**src/rtl/lpddr3_cmd_seq.sv**
```systemverilog
// lpddr3_cmd_seq -- LPDDR3 power-up / mode-register / refresh command sequencer.
//
// Holds CKE low for T_INIT cycles, raises it, waits T_CKE, issues
// precharge-all, loads MR2, MR3, MR1, MR0 and then sits in IDLE.
// In IDLE it forwards user commands one cycle after acceptance. It also
// interleaves a precharge-all + auto-refresh pair every T_REFI cycles.
// Every bus output is registered. A command occupies the bus for exactly
// one cycle. NOP is driven otherwise.
//
// Optional feature: define LPDDR3_CMD_SEQ_ZQCAL_EN to issue ZQCL after the
// last MRS, followed by a 512-cycle wait, before entering IDLE.
//
// Ports
//   SYS_CLK          in   sole clock, rising edge
//   RST              in   asynchronous active-high reset
//   cmd_valid/ready  in/out user command handshake (accepted when both high)
//   cmd_code         in   {cs_n,ras_n,cas_n,we_n} of the user command
//   cmd_ba, cmd_addr in   bank address / address of the user command
//   cke, cs_n, ras_n, cas_n, we_n, ba, a  out  registered command bus
//   init_done        out  initialization complete (held until reset)
//   ref_busy         out  refresh sequence in progress
//   ref_overrun      out  sticky: refresh interval expired while one was pending
module lpddr3_cmd_seq #(
  parameter int unsigned T_INIT = 20000,
  parameter int unsigned T_CKE  = 200,
  parameter int unsigned T_RP   = 6,
  parameter int unsigned T_MRD  = 4,
  parameter int unsigned T_RFC  = 52,
  parameter int unsigned T_REFI = 3120,
  parameter logic [15:0] MR0    = 16'h0520,
  parameter logic [15:0] MR1    = 16'h0044,
  parameter logic [15:0] MR2    = 16'h0008,
  parameter logic [15:0] MR3    = 16'h0000
) (
  input  logic        SYS_CLK,
  input  logic        RST,
  input  logic        cmd_valid,
  output logic        cmd_ready,
  input  logic [3:0]  cmd_code,
  input  logic [2:0]  cmd_ba,
  input  logic [15:0] cmd_addr,
  output logic        cke,
  output logic        cs_n,
  output logic        ras_n,
  output logic        cas_n,
  output logic        we_n,
  output logic [2:0]  ba,
  output logic [15:0] a,
  output logic        init_done,
  output logic        ref_busy,
  output logic        ref_overrun
);

  // A timing parameter of 0 is treated as a 1-cycle wait.
  function automatic int unsigned sat1(int unsigned v);
    return (v == 0) ? 1 : v;
  endfunction

  function automatic int unsigned max2(int unsigned x, int unsigned y);
    return (x > y) ? x : y;
  endfunction

`ifdef LPDDR3_CMD_SEQ_ZQCAL_EN
  localparam int unsigned ZQ_WAIT = 512;
`else
  localparam int unsigned ZQ_WAIT = 1;
`endif

  // One shared wait counter: only one wait state is ever active.
  localparam int unsigned MAX_WAIT = max2(max2(max2(sat1(T_INIT), sat1(T_CKE)),
                                               max2(sat1(T_RP), sat1(T_MRD))),
                                          max2(sat1(T_RFC), ZQ_WAIT));
  localparam int CW = $clog2(MAX_WAIT + 1);
  localparam int RW = $clog2(sat1(T_REFI) + 1);

  // The counter starts at 0 on state entry, so a wait of N ends when it reaches N-1.
  localparam logic [CW-1:0] LIM_INIT = CW'(sat1(T_INIT) - 1);
  localparam logic [CW-1:0] LIM_CKE  = CW'(sat1(T_CKE) - 1);
  localparam logic [CW-1:0] LIM_RP   = CW'(sat1(T_RP) - 1);
  localparam logic [CW-1:0] LIM_MRD  = CW'(sat1(T_MRD) - 1);
  localparam logic [CW-1:0] LIM_RFC  = CW'(sat1(T_RFC) - 1);
`ifdef LPDDR3_CMD_SEQ_ZQCAL_EN
  localparam logic [CW-1:0] LIM_ZQ   = CW'(ZQ_WAIT - 1);
`endif
  localparam logic [RW-1:0] LIM_REFI = RW'(sat1(T_REFI) - 1);

  typedef enum logic [3:0] {
    INIT_WAIT, CKE_WAIT, PREA, WAIT_RP, MRS, WAIT_MRD,
`ifdef LPDDR3_CMD_SEQ_ZQCAL_EN
    ZQCL, WAIT_ZQ,
`endif
    IDLE, REF_PREA, REF_WAIT_RP, REF, REF_WAIT_RFC
  } state_e;

  typedef struct packed {
    logic [3:0]  code;  // {cs_n, ras_n, cas_n, we_n}
    logic [2:0]  ba;
    logic [15:0] a;
  } bus_t;

  localparam bus_t BUS_RST  = '{code: 4'b1111, ba: 3'd0, a: 16'h0000};
  localparam bus_t BUS_NOP  = '{code: 4'b0111, ba: 3'd0, a: 16'h0000};
  localparam bus_t BUS_PREA = '{code: 4'b0010, ba: 3'd0, a: 16'h0400};
  localparam bus_t BUS_REF  = '{code: 4'b0001, ba: 3'd0, a: 16'h0000};

  state_e          state_q, state_d;
  logic [CW-1:0]   cnt_q, cnt_d;
  logic [2:0]      mr_cnt_q, mr_cnt_d;     // MRS commands issued so far
  logic [RW-1:0]   ref_cnt_q, ref_cnt_d;
  logic            ref_pending_q, ref_pending_d;
  logic            ref_overrun_q, ref_overrun_d;
  logic            init_done_q, init_done_d;
  logic            cmd_ready_q, cmd_ready_d;
  logic            ref_busy_q, ref_busy_d;
  logic            cke_q, cke_d;
  bus_t            bus_q, bus_d;
  logic            ref_expire;
  logic            ref_clear;

  always_comb begin
    // NOTE: every signal assigned in this block gets a default first, so no
    // path through the case statements can leave one unassigned (latch).
    state_d       = state_q;
    mr_cnt_d      = mr_cnt_q;
    ref_cnt_d     = ref_cnt_q;
    bus_d         = BUS_NOP;

    case (state_q)
      INIT_WAIT:    if (cnt_q == LIM_INIT) state_d = CKE_WAIT;
      CKE_WAIT:     if (cnt_q == LIM_CKE)  state_d = PREA;
      PREA:         state_d = WAIT_RP;
      WAIT_RP:      if (cnt_q == LIM_RP)   state_d = MRS;
      MRS:          state_d = WAIT_MRD;
      WAIT_MRD: begin
        if (cnt_q == LIM_MRD) begin
          if (mr_cnt_q == 3'd4) begin
`ifdef LPDDR3_CMD_SEQ_ZQCAL_EN
            state_d = ZQCL;
`else
            state_d = IDLE;
`endif
          end else begin
            state_d = MRS;
          end
        end
      end
`ifdef LPDDR3_CMD_SEQ_ZQCAL_EN
      ZQCL:         state_d = WAIT_ZQ;
      WAIT_ZQ:      if (cnt_q == LIM_ZQ)   state_d = IDLE;
`endif
      // cmd_ready is already low whenever a refresh is pending, so a
      // refresh can never collide with an accepted user command.
      IDLE:         if (ref_pending_q)     state_d = REF_PREA;
      REF_PREA:     state_d = REF_WAIT_RP;
      REF_WAIT_RP:  if (cnt_q == LIM_RP)   state_d = REF;
      REF:          state_d = REF_WAIT_RFC;
      REF_WAIT_RFC: if (cnt_q == LIM_RFC)  state_d = IDLE;
      default:      state_d = INIT_WAIT;
    endcase

    // Single-cycle states always leave, so "same state" means "still waiting".
    cnt_d = (state_d == state_q && state_q != IDLE) ? cnt_q + 1'b1 : '0;

    if (state_d == MRS) mr_cnt_d = mr_cnt_q + 1'b1;

    // Free-running refresh interval once initialization is complete.
    ref_expire = init_done_q && (ref_cnt_q == LIM_REFI);
    if (init_done_q) ref_cnt_d = ref_expire ? '0 : ref_cnt_q + 1'b1;

    ref_clear     = (state_d == REF);
    ref_pending_d = ref_expire | (ref_pending_q & ~ref_clear);
    ref_overrun_d = ref_overrun_q | (ref_expire & ref_pending_q & ~ref_clear);

    // Outputs are decoded from the next state so they line up with it.
    init_done_d = init_done_q | (state_d == IDLE);
    cmd_ready_d = (state_d == IDLE) && !ref_pending_d;
    ref_busy_d  = (state_d == REF_PREA) || (state_d == REF_WAIT_RP) ||
                  (state_d == REF) || (state_d == REF_WAIT_RFC);
    cke_d       = (state_d != INIT_WAIT);

    case (state_d)
      PREA, REF_PREA: bus_d = BUS_PREA;
      MRS: begin
        case (mr_cnt_q[1:0])
          2'd0:    bus_d = '{code: 4'b0000, ba: 3'd2, a: MR2};
          2'd1:    bus_d = '{code: 4'b0000, ba: 3'd3, a: MR3};
          2'd2:    bus_d = '{code: 4'b0000, ba: 3'd1, a: MR1};
          default: bus_d = '{code: 4'b0000, ba: 3'd0, a: MR0};
        endcase
      end
`ifdef LPDDR3_CMD_SEQ_ZQCAL_EN
      ZQCL:           bus_d = '{code: 4'b0110, ba: 3'd0, a: 16'h0400};
`endif
      REF:            bus_d = BUS_REF;
      IDLE: begin
        if (cmd_valid && cmd_ready_q)
          bus_d = '{code: cmd_code, ba: cmd_ba, a: cmd_addr};
      end
      default:        bus_d = BUS_NOP;
    endcase
  end

  always_ff @(posedge SYS_CLK or posedge RST) begin
    if (RST) begin
      state_q       <= INIT_WAIT;
      cnt_q         <= '0;
      mr_cnt_q      <= '0;
      ref_cnt_q     <= '0;
      ref_pending_q <= 1'b0;
      ref_overrun_q <= 1'b0;
      init_done_q   <= 1'b0;
      cmd_ready_q   <= 1'b0;
      ref_busy_q    <= 1'b0;
      cke_q         <= 1'b0;
      bus_q         <= BUS_RST;
    end else begin
      // NOTE: state registers use non-blocking assignments so every flop
      // samples the pre-edge value of every other flop.
      state_q       <= state_d;
      cnt_q         <= cnt_d;
      mr_cnt_q      <= mr_cnt_d;
      ref_cnt_q     <= ref_cnt_d;
      ref_pending_q <= ref_pending_d;
      ref_overrun_q <= ref_overrun_d;
      init_done_q   <= init_done_d;
      cmd_ready_q   <= cmd_ready_d;
      ref_busy_q    <= ref_busy_d;
      cke_q         <= cke_d;
      bus_q         <= bus_d;
    end
  end

  assign cmd_ready                = cmd_ready_q;
  assign cke                      = cke_q;
  assign {cs_n, ras_n, cas_n, we_n} = bus_q.code;
  assign ba                       = bus_q.ba;
  assign a                        = bus_q.a;
  assign init_done                = init_done_q;
  assign ref_busy                 = ref_busy_q;
  assign ref_overrun              = ref_overrun_q;

endmodule

```
**config.mk**
```make
export PLATFORM = sky130hd
export DESIGN_NAME = lpddr3_cmd_seq
export DESIGN_NICKNAME = d
export VERILOG_FILES = /design/src/rtl/lpddr3_cmd_seq.sv
export SDC_FILE = /design/constraint.sdc
export NUM_CORES = 1
export LEC_CHECK = 0
export BUFFER_PORTS_ARGS = -buffer_cell sky130_fd_sc_hd__buf_2
export CAP_MARGIN = 15
export CORE_ASPECT_RATIO = 1.25
export CORE_UTILIZATION = 35
export DETAILED_ROUTE_END_ITERATION = 10
export PLACE_DENSITY = 0.61
export SYNTH_ARGS = -nofsm -noshare
export SYNTH_HDL_FRONTEND = slang
export SYNTH_SLANG_ARGS = --single-unit
```
**constraint.sdc**
```tcl
create_clock -name SYS_CLK -period 4.92 [get_ports SYS_CLK]
set_clock_uncertainty 0.05 [all_clocks]
set_input_delay 0.492 -clock SYS_CLK [delete_from_list [all_inputs] [get_ports SYS_CLK]]
set_output_delay 0.492 -clock SYS_CLK [all_outputs]
set_load 0.05 [all_outputs]
```
==> results.toml, run 1 <==
[setup_path]
worst-path-buf-inv = 0
cp.depth = 6
setup.worst_path.start_class = "flop"
r2r_slack_ns = 1.68
crit_required_ns = 5.05
cpMaxStageDelayCell = "o22ai_1"
slowest_delay_ns = 0.80
timing.rr.end = "cnt_q[7]$_DFF_PP0_"
crit_top_cell = "or4_4"
reg2reg_depth = 6
worstSetupPathType = "reg -> reg"
crit_family = "simple AND/OR/NAND/NOR gates"
r2r-start = "cnt_q[10]$_DFF_PP0_"
critical_path_arrival_ns = 3.37
cp_max_fo = 15
path_cells = "or4_4 > or4_4 > or3_2 > nor3b_1 > o22ai_1 > nor2_1"
end_kind = "flop"

[detailed_routing]
vias = 2310
via_per_inst = 4.83
routedWlPerCell_um = 12.7
ant_nets = 0
drt-total-wl_um = 6060
dr.pass1.iters = 4
drc = 0
drt_iter0_markers = 126

[yosys]
synth-main-ff-cell = "dfrtp_1"
synthCells = 303
yosys.area.top_type = "dfrtp_1"
yosys-top-cells-area = "dfrtp_1 48%, nor2_1 4.6%, xnor2_1 4.0%, dfstp_2 3.4%, nand2_1 3.2%"
ys_types = 48
ys.warnings.count = 0
ys_seq_elements = 63
mappedNetlistArea_um2 = 3070
synthesis.nets = 336
async_flop_share_pct = 100
netlist.area_leader.share_pct = 48.1
synth_edf_count = 0
synth-seq-area-share_pct = 51.5
avgSynthCellArea_um2 = 10.1

[floorplanning]
die_y_um = 107
initial_core_util_pct = 36.7
die_w_um = 85.8
core_um2 = 8380
pin_count = 54
num_rows = 37
die_area_um2 = 9160

[sta]
maxSlewViolCount = 0
fin_ws_ns = 1.68
setup_violations = 0
slew_headroom_pct = 29.8
min_period_over_period_pct = 65.9
fmax_mhz = 308
hold_violations = 0
worst_pin_slew_ns = 1.05
period_needed_ns = 3.24
setup_tns_ns = 0
rsz0062_at_grt = "no"

[grt]
met2_usage_pct = 24.3
grt_usage_pct = 14.8
use_met1_pct = 17.4
grt_antenna_before_repair = 0
use_met3_pct = 4.39
grt_pass1_wl_um = 10500
grt_max_degree = 64
gr-total-overflow = 0
grt_pass1_vias = 2270
grt_busiest_layer = "met2"

[finish]
syn_to_final_growth_pct = 17.1
fin_nets = 389
fillerInstances = 798
multiInputGateArea_um2 = 1400
drive_gt1_share_pct = 28.3
diodes = 0
regArea_um2 = 1580

[hold_path]
holdPathStages = 2
holdPathEnd = "a[11]$_DFF_PP0_"
hp-class = "in -> reg"
worstHoldStart = "cmd_addr[11]"

[place]
dp_hpwl_um = 4410
portBuffers = 53
place_congestion = 0.797
dp_slack_ns = 1.65

[clock_network]
post_cts_buffers = 0
hold_buffers = 0
cts-root-buf = "clkbuf_8"
cts_buffers = 9
cts_sinks = 63
htree_levels = 3
clk_pin_slew_ns = 0.07
clk_latency_ns = 0.34
clockBufferDepth = 2
cts.repair.resized = 0
cts_tree = "yes"

[power_and_ir_drop]
peakVddDrop_mv = 0.101
power_density_nw_per_um2 = 255
leakage_nw = 1.72

[run]
cap_violations = 0

[status]
status = "complete, no violations"
Yosys cell counts (all sizes together) (5+ instances only):
| cell | number |
|---|---|
| nand2b | 7 |
| or3 | 5 |
| a21oi | 11 |
| nand2 | 26 |
| or4 | 7 |
| nor2 | 38 |
| and3 | 7 |
| nor3 | 7 |
| dfrtp | 59 |
| ha | 7 |
| xnor2 | 14 |
| nand4 | 9 |
| clkbuf | 8 |
| xor2 | 11 |
| inv | 8 |
| nand3 | 13 |
| o21ai | 6 |
| and2 | 16 |
area by class of cell:
cell class,count,area share (%)
timing repair buffer,54,7.58
clock inverter,6,1.04
clock buffer,10,3.55
tap,117,4.07
multi-input combinational,220,39.0
sequential,63,44.0
inverter,8,0.835
routing by layer:
layer,vias to the layer above,wire length [µm]
met4,0,96
met3,9,309
li1,1140,-
met2,59,2950
met5,-,0
met1,1102,2700
kinds of logic (layout without fill, tap and decap cells):
family / count (synthesis) / count (layout) / share of synthesized area [%]
and+or+nand+nor: 152 / 152 / 27.5
adders and majority gates: 7 / 7 / 2.85
AOI/OAI and AO/OA: 33 / 33 / 7.09
buffers and inverters: 20 / 78 / 2.89
DFF: 63 / 63 / 51.5
muxes: 3 / 3 / 1.06
xor gates and xnor gates: 25 / 25 / 7.13
worst max-delay path by stage:
stage / startpoint / to / slack [ns]
2_1_floorplan: cnt_q[10]$_DFF_PP0_ / a[0]$_DFF_PP0_ / 2.14
3_3_place_gp: cnt_q[10]$_DFF_PP0_ / cnt_q[10]$_DFF_PP0_ / 1.63
3_5_place_dp: cnt_q[10]$_DFF_PP0_ / cnt_q[7]$_DFF_PP0_ / 1.65
4_1_cts: cnt_q[10]$_DFF_PP0_ / cnt_q[7]$_DFF_PP0_ / 1.64
5_1_grt: cnt_q[10]$_DFF_PP0_ / cnt_q[7]$_DFF_PP0_ / 1.41
6_report: cnt_q[10]$_DFF_PP0_ / cnt_q[7]$_DFF_PP0_ / 1.68
report_power, final:
group          total (mW)  switching [mW]  internal [mW]
Clock               0.380           0.201          0.180
Sequential          0.518               0          0.518
Combinational      0.0198          0.0123        0.00754
Total               0.918           0.213          0.705
per-stage QoR:
stage	instances	hold slack [ns]	cell area [µm²]	utilization, %	power [mW]
after detailed placement	462	0.410	3430	41.0	0.548
after global placement	462	0.410	3430	41.0	0.549
after floorplan	303	0.392	3070	-	0.535
after global routing	478	0.299	3600	42.9	0.961
final	478	0.303	3600	42.9	0.918
after CTS	478	0.288	3600	42.9	0.936
cells in the final DEF, fill, tap and decap left out, drive strengths merged, types with 9 or more instances in the layout:
master,n
xnor2,14
xor2,11
clkbuf,10
nor2,38
dfrtp,59
nand2,26
buf,54
nand4,9
a21oi,11
and2,16
nand3,13
state kept, by name, summed over array words and instances, names as in the netlist:
register and cells:
a 16, ba 3, cas_n 1, cke 1, cmd_ready 1, cnt_q 15, cs_n 1, init_done 1
mr_cnt_q 3, ras_n 1, ref_busy 1, ref_cnt_q 12, ref_overrun 1, ref_pending_q 1, state_q 4, we_n 1
Power figures use the tool's default switching activity.
==> inputs of run 2 (changes only) <==
--- a/config.mk
+++ b/config.mk
@@ -5,6 +5,7 @@
 export SDC_FILE = /design/constraint.sdc
 export NUM_CORES = 1
 export LEC_CHECK = 0
+export ABC_AREA = 1
 export BUFFER_PORTS_ARGS = -buffer_cell sky130_fd_sc_hd__buf_2
 export CAP_MARGIN = 15
 export CORE_ASPECT_RATIO = 1.25
==> constraint.sdc (replaced) <==
create_clock -name SYS_CLK -period 3.2 [get_ports SYS_CLK]
set_clock_uncertainty 0.05 [all_clocks]
set_input_delay 0.32 -clock SYS_CLK [delete_from_list [all_inputs] [get_ports SYS_CLK]]
set_output_delay 0.32 -clock SYS_CLK [all_outputs]
set_load 0.05 [all_outputs]
==> run 2 against run 1 <==
Effect of this change:
- flip-flop and latch count stayed put
- non-clock buffer count unchanged
- via count increased by 17%
- sequential share of layout area decreased by 4.4 points
- critical path type unchanged
==> results.toml, run 2 <==
[clock_network]
cts_tree = "yes"
clk_latency_ns = 0.33
cts_buffers = 9
hold_buffers = 0
cts_sinks = 63
cts.repair.resized = 0
htree_levels = 3
post_cts_buffers = 0
clk_pin_slew_ns = 0.06
clockBufferDepth = 2
cts-root-buf = "clkbuf_16"

[finish]
diodes = 0
syn_to_final_growth_pct = 22.0
layout_commonest_cell = "nand2_1"
largest_reg_flops = 16
drive_gt1_share_pct = 25.6
fillerInstances = 913
final_cells = 577
fin_nets = 482
mostFrequentLayoutCells = "87 x nand2_1, 59 x dfrtp_1, 53 x buf_2"

[power_and_ir_drop]
comb_power_share_pct = 1.7
swShare_pct = 19.4
power_density_nw_per_um2 = 477
leakage_nw = 1.99
switchingPower_mw = 0.370
peakVddDrop_mv = 0.377
cellInternalPower_mw = 1.54
seqPwrFrac_pct = 41.8
clkPwrFrac_pct = 56.5

[setup_path]
worstSetupPathType = "reg -> reg"
critical_path_arrival_ns = 2.26
setup.worst_path.start_class = "flop"
crit_required_ns = 3.35
cp_max_fo = 15
end_kind = "flop"

[grt]
grt_pass1_vias = 2632
grt_pass1_wl_um = 11600
grt_usage_pct = 15.9
grt_antenna_before_repair = 0
gr-total-overflow = 0
grt_max_degree = 64

[place]
place_congestion = 0.907
dp_hpwl_um = 4990
dp_slack_ns = 1.06
portBuffers = 53
dp_cells = 561

[detailed_routing]
drt-met1-wl_um = 2990
drc = 0
highest_layer = "met4"
vias = 2699
drt_iter0_markers = 154
via_per_inst = 4.68
wl_met3_um = 283
dr.pass1.iters = 4
ant_nets = 0
drt-total-wl_um = 6810
wl_met2_um = 3270
routedWlPerCell_um = 11.8

[yosys]
yosys-top-cells-count = "87 x nand2_1, 59 x dfrtp_1, 52 x nor2_1, 41 x nand3_1, 37 x inv_1"
synth-seq-area-share_pct = 48.3
yosysMostFrequentCell = "nand2_1"
ys_seq_elements = 63
mappedNetlistArea_um2 = 3270
synthCells = 388
synth-main-ff-cell = "dfrtp_1"
avgSynthCellArea_um2 = 8.44
synthesis.nets = 421
ys.warnings.count = 0
ys_types = 30
async_flop_share_pct = 100
yosys-top-cells-area = "dfrtp_1 45%, nand2_1 10%, nand3_1 6.3%, nor2_1 6.0%, inv_1 4.2%"
netlist.area_leader.share_pct = 45.1
synth_edf_count = 0
yosys.area.top_type = "dfrtp_1"

[sta]
fin_ws_ns = 1.09
min_period_over_period_pct = 66.0
setup_tns_ns = 0
setup_violations = 0
worst_pin_slew_ns = 0.785
slew_headroom_pct = 47.7
hold_violations = 0
fmax_mhz = 474
rsz0062_at_grt = "no"
period_needed_ns = 2.11
maxSlewViolCount = 0

[floorplanning]
initial_core_util_pct = 35.9
pin_count = 54
die_w_um = 88.5
num_rows = 39
die_area_um2 = 9750
die_y_um = 110
core_um2 = 9130

[status]
status = "complete, no violations"

[hold_path]
hp-class = "in -> reg"

[run]
cap_violations = 0
-- run 2: cell types whose count changed in the layout (fill, tap and decap cells not counted), sizes merged, moves of 4 or more --
cell / previous run / this run
xnor2: 14 / 5
nor2: 38 / 82
inv: 8 / 39
nand2b: 7 / 0
nand3: 13 / 43
or3: 5 / 1
and2: 16 / 0
o21ai: 6 / 13
nand2: 26 / 93
or4: 7 / 0
and3: 7 / 0
-- run 2: cell type report --
cell class | instances | area [µm²] | share of cell area, %
flip-flops and latches | 63 | 1580 | 39.6
multi-input cells | 282 | 1510 | 37.7
repair buffers | 54 | 273 | 6.83
clock buffers | 12 | 256 | 6.42
well taps | 123 | 154 | 3.85
inverters | 39 | 146 | 3.67
clock inverters | 4 | 76.3 | 1.91
-- run 2: path summary, 6_finish.rpt --
path	endpoint	cells past startpoint	slack (ns)	start
max	cnt_q[0]$_DFF_PP0_	12	1.09	cnt_q[0]$_DFF_PP0_
min	a[1]$_DFF_PP0_	3	0.14	cmd_addr[1]
max reg2reg	cnt_q[0]$_DFF_PP0_	12	1.09	cnt_q[0]$_DFF_PP0_
min reg2reg	ref_overrun$_DFF_PP0_	1	0.42	ref_overrun$_DFF_PP0_
max in group asynchronous	mr_cnt_q[0]$_DFFE_PP0N_	3	2.41	RST
min in group asynchronous	a[13]$_DFF_PP0_	3	0.17	RST
-- run 2: worst max-delay path, stage by stage (launching register included) --
cell and delay [ns]:
dfrtp_1 0.39, ha_1 0.24, nand2_1 0.10, nor2_1 0.18
nand2_1 0.09, nand2_1 0.06, nand2_1 0.08, nor2_4 0.13
nand2_4 0.10, nand2_1 0.07, nand2_1 0.06, nand2_2 0.33
nor2_1 0.08
-- run 2: kinds of logic (layout without fill, tap and decap cells) --
family                     after synthesis  after routing  share of synthesized area, %
AOI/OAI and AO/OA                       25             25                          4.09
xor gates and xnor gates                13             13                          3.48
adders and majority gates                7              7                          2.68
buffers and inverters                   43            109                          5.66
DFF                                     63             63                          48.3
and+or+nand+nor                        237            237                          35.8
-- run 2: per-layer routing --
| metal | global-route usage [%] | vias to the layer above |
|---|---|---|
| met5 | 0 | - |
| met4 | 9.79 | 0 |
| met3 | 3.57 | 19 |
| met2 | 26.2 | 64 |
| met1 | 18.7 | 1259 |
| li1 | - | 1357 |
-- run 2: per-stage QoR --
stage               area [µm²]  hold slack [ns]  power [mW]  util, %
finish                    3990            0.142        1.91     43.8
global route              3990            0.147        1.97     43.8
CTS                       3990            0.136        1.94     43.8
detailed placement        3660            0.415       0.845     40.1
global placement          3660            0.406       0.844     40.1
floorplan                 3270            0.376       0.824        -
-- run 2: power by group through the flow --
| stage | logic, mW | clock network (mW) | registers, mW |
|---|---|---|---|
| 5_1_grt | 0.0374 | 1.14 | 0.797 |
| 2_1_floorplan | 0.0127 | 0 | 0.811 |
| 6_report | 0.0315 | 1.08 | 0.798 |
| 3_3_place_gp | 0.0331 | 0 | 0.811 |
| 3_5_place_dp | 0.0335 | 0 | 0.811 |
| 4_1_cts | 0.0338 | 1.10 | 0.797 |
==> inputs of run 3 (changes only) <==
--- a/config.mk
+++ b/config.mk
@@ -5,7 +5,7 @@
 export SDC_FILE = /design/constraint.sdc
 export NUM_CORES = 1
 export LEC_CHECK = 0
-export ABC_AREA = 1
+export ABC_AREA = 0
 export BUFFER_PORTS_ARGS = -buffer_cell sky130_fd_sc_hd__buf_2
 export CAP_MARGIN = 15
 export CORE_ASPECT_RATIO = 1.25
==> constraint.sdc (replaced) <==
create_clock -name SYS_CLK -period 2 [get_ports SYS_CLK]
set_clock_uncertainty 0.05 [all_clocks]
set_input_delay 0.2 -clock SYS_CLK [delete_from_list [all_inputs] [get_ports SYS_CLK]]
set_output_delay 0.2 -clock SYS_CLK [all_outputs]
set_load 0.05 [all_outputs]
==> run 3 against run 2 <==
Effect of this change:
- the run now ends with negative setup slack left
- largest power group is now registers
- final cell count fell by 4.0%
- via count decreased by 3.2%
- sequential share of layout area down 3.8 points
- fmax shrank 22%
- clock-buffer cell count decreased by 2
- global-route usage rose by 0.62 points
- sequential power increased by 59%
- critical path type unchanged
==> results.toml, run 3 (same netlist as run 1, synthesis figures left out) <==
[status]
status = "finished, violations left"
violations = "negative setup slack"

[finish]
layout_commonest_cell = "buf_4"
drive_gt1_share_pct = 47.1
final_cells = 554
diodes = 0
utilization_pct = 52.7
fin_nets = 465
mostFrequentLayoutCells = "69 x buf_4, 59 x dfrtp_1, 53 x buf_2"
largest_reg_flops = 16
final_cell_area_um2 = 4420
fillerInstances = 731
syn_to_final_growth_pct = 43.8

[grt]
grt_pass1_vias = 2589
grt_pass1_wl_um = 11600
gr-total-overflow = 0
grt_antenna_before_repair = 0
grt_max_degree = 64
grt_usage_pct = 16.5

[sta]
maxSlewViolCount = 0
min_period_over_period_pct = 136
fmax_mhz = 369
setup_violations = 49
worst_pin_slew_ns = 0.484
rsz0062_at_grt = "yes"
slew_headroom_pct = 67.5
hold_violations = 0
fin_ws_ns = -0.713
period_needed_ns = 2.71

[setup_path]
crit_path_start = "cnt_q[9]$_DFF_PP0_"
crit_required_ns = 2.23
setup.worst_path.start_class = "flop"
timing.rr.end = "a[14]$_DFF_PP0_"
reg2reg_depth = 7
end_kind = "flop"
r2r-start = "cnt_q[9]$_DFF_PP0_"
r2r_slack_ns = -0.71
worstSetupPathType = "reg -> reg"
cp_max_fo = 12
critical_path_arrival_ns = 2.94

[detailed_routing]
drt-total-wl_um = 6990
vias = 2612
drc = 0
drt_iter0_markers = 85
dr.pass1.iters = 4
routedWlPerCell_um = 12.6
via_per_inst = 4.71
ant_nets = 0

[clock_network]
clk_latency_ns = 0.34
cts_buffers = 9
cts_sinks = 63
clockBufferDepth = 2
clk_pin_slew_ns = 0.07
htree_levels = 3
cts_tree = "yes"
cts-root-buf = "clkbuf_8"

[place]
dp_hpwl_um = 5100
portBuffers = 53
dp_cells = 531
place_congestion = 0.844
dpl_cell_area_um2 = 4020

[power_and_ir_drop]
peakVddDrop_mv = 0.255
leakage_nw = 2.16
total_power_mw = 2.39
power_density_nw_per_um2 = 542

[hold_path]
holdPathEnd = "a[13]$_DFF_PP0_"
hp-class = "in -> reg"
worstHoldStart = "cmd_addr[13]"
holdPathStages = 2

[floorplanning]
initial_core_util_pct = 36.7
die_y_um = 107
num_rows = 37
pin_count = 54
die_w_um = 85.8
die_area_um2 = 9160
core_um2 = 8380

[run]
cap_violations = 0
[run 3: through the flow]
step / setup TNS, ns / hold WS, ns / worst slack (ns)
floorplan: -29.06 / 0.284 / -0.771
global placement: -27.47 / 0.242 / -0.697
detailed placement: -28.59 / 0.249 / -0.735
CTS: -28.44 / 0.0102 / -0.705
global route: -32.25 / 0.00539 / -0.812
finish: -28.33 / 0.0259 / -0.713
[run 3: layout make-up]
class	count	area (µm²)	share of cell area (%)
well taps	117	146	3.31
inverters	8	30.0	0.680
clock inverters	6	61.3	1.39
clock buffers	10	128	2.89
repair buffers	130	890	20.1
multi-input cells	220	1580	35.8
flip-flops and latches	63	1580	35.8
[run 3: repair_timing]
item | 4_1_cts | 5_1_grt
endpoints found under the setup margin | 51 | 51
setup buffers | 6 | 4
pin swaps | 8 | 4
endpoints found under the hold margin | 59 | 0
hold buffers | 1 | 0
resized for setup | 21 | 11
[run 3: how the worst max path moves through the flow]
| stage | to | slack [ns] | cells after the start |
|---|---|---|---|
| 2_1_floorplan | a[0]$_DFF_PP0_ | -0.77 | 7 |
| 3_3_place_gp | a[4]$_DFF_PP0_ | -0.70 | 7 |
| 3_5_place_dp | a[14]$_DFF_PP0_ | -0.74 | 7 |
| 4_1_cts | a[14]$_DFF_PP0_ | -0.70 | 7 |
| 5_1_grt | a[11]$_DFF_PP0_ | -0.81 | 7 |
| 6_report | a[14]$_DFF_PP0_ | -0.71 | 7 |
[run 3: power by group]
part / internal, mW / total [mW] / switching [mW]
sequential: 1.27 / 1.27 / 0
combinational: 0.0227 / 0.0542 / 0.0314
clock: 0.571 / 1.07 / 0.495
total: 1.87 / 2.39 / 0.526
[run 3: worst max-delay path, cell delays in order, from the launching register on]
cell	delay (ns)
dfrtp_1	0.38
or4_4	0.53
or4_4	0.44
or4_4	0.57
a21oi_4	0.17
nor4b_4	0.21
buf_6	0.16
and2_2	0.14
[run 3: routing by layer]
layer | share of wire (%) | up-vias | global-route usage, %
met5 | 0 | - | 0
met4 | 2.6 | 0 | 8.21
met3 | 3.9 | 16 | 4.62
met2 | 53 | 55 | 29.2
met1 | 41 | 1248 | 18.0
li1 | - | 1293 | -
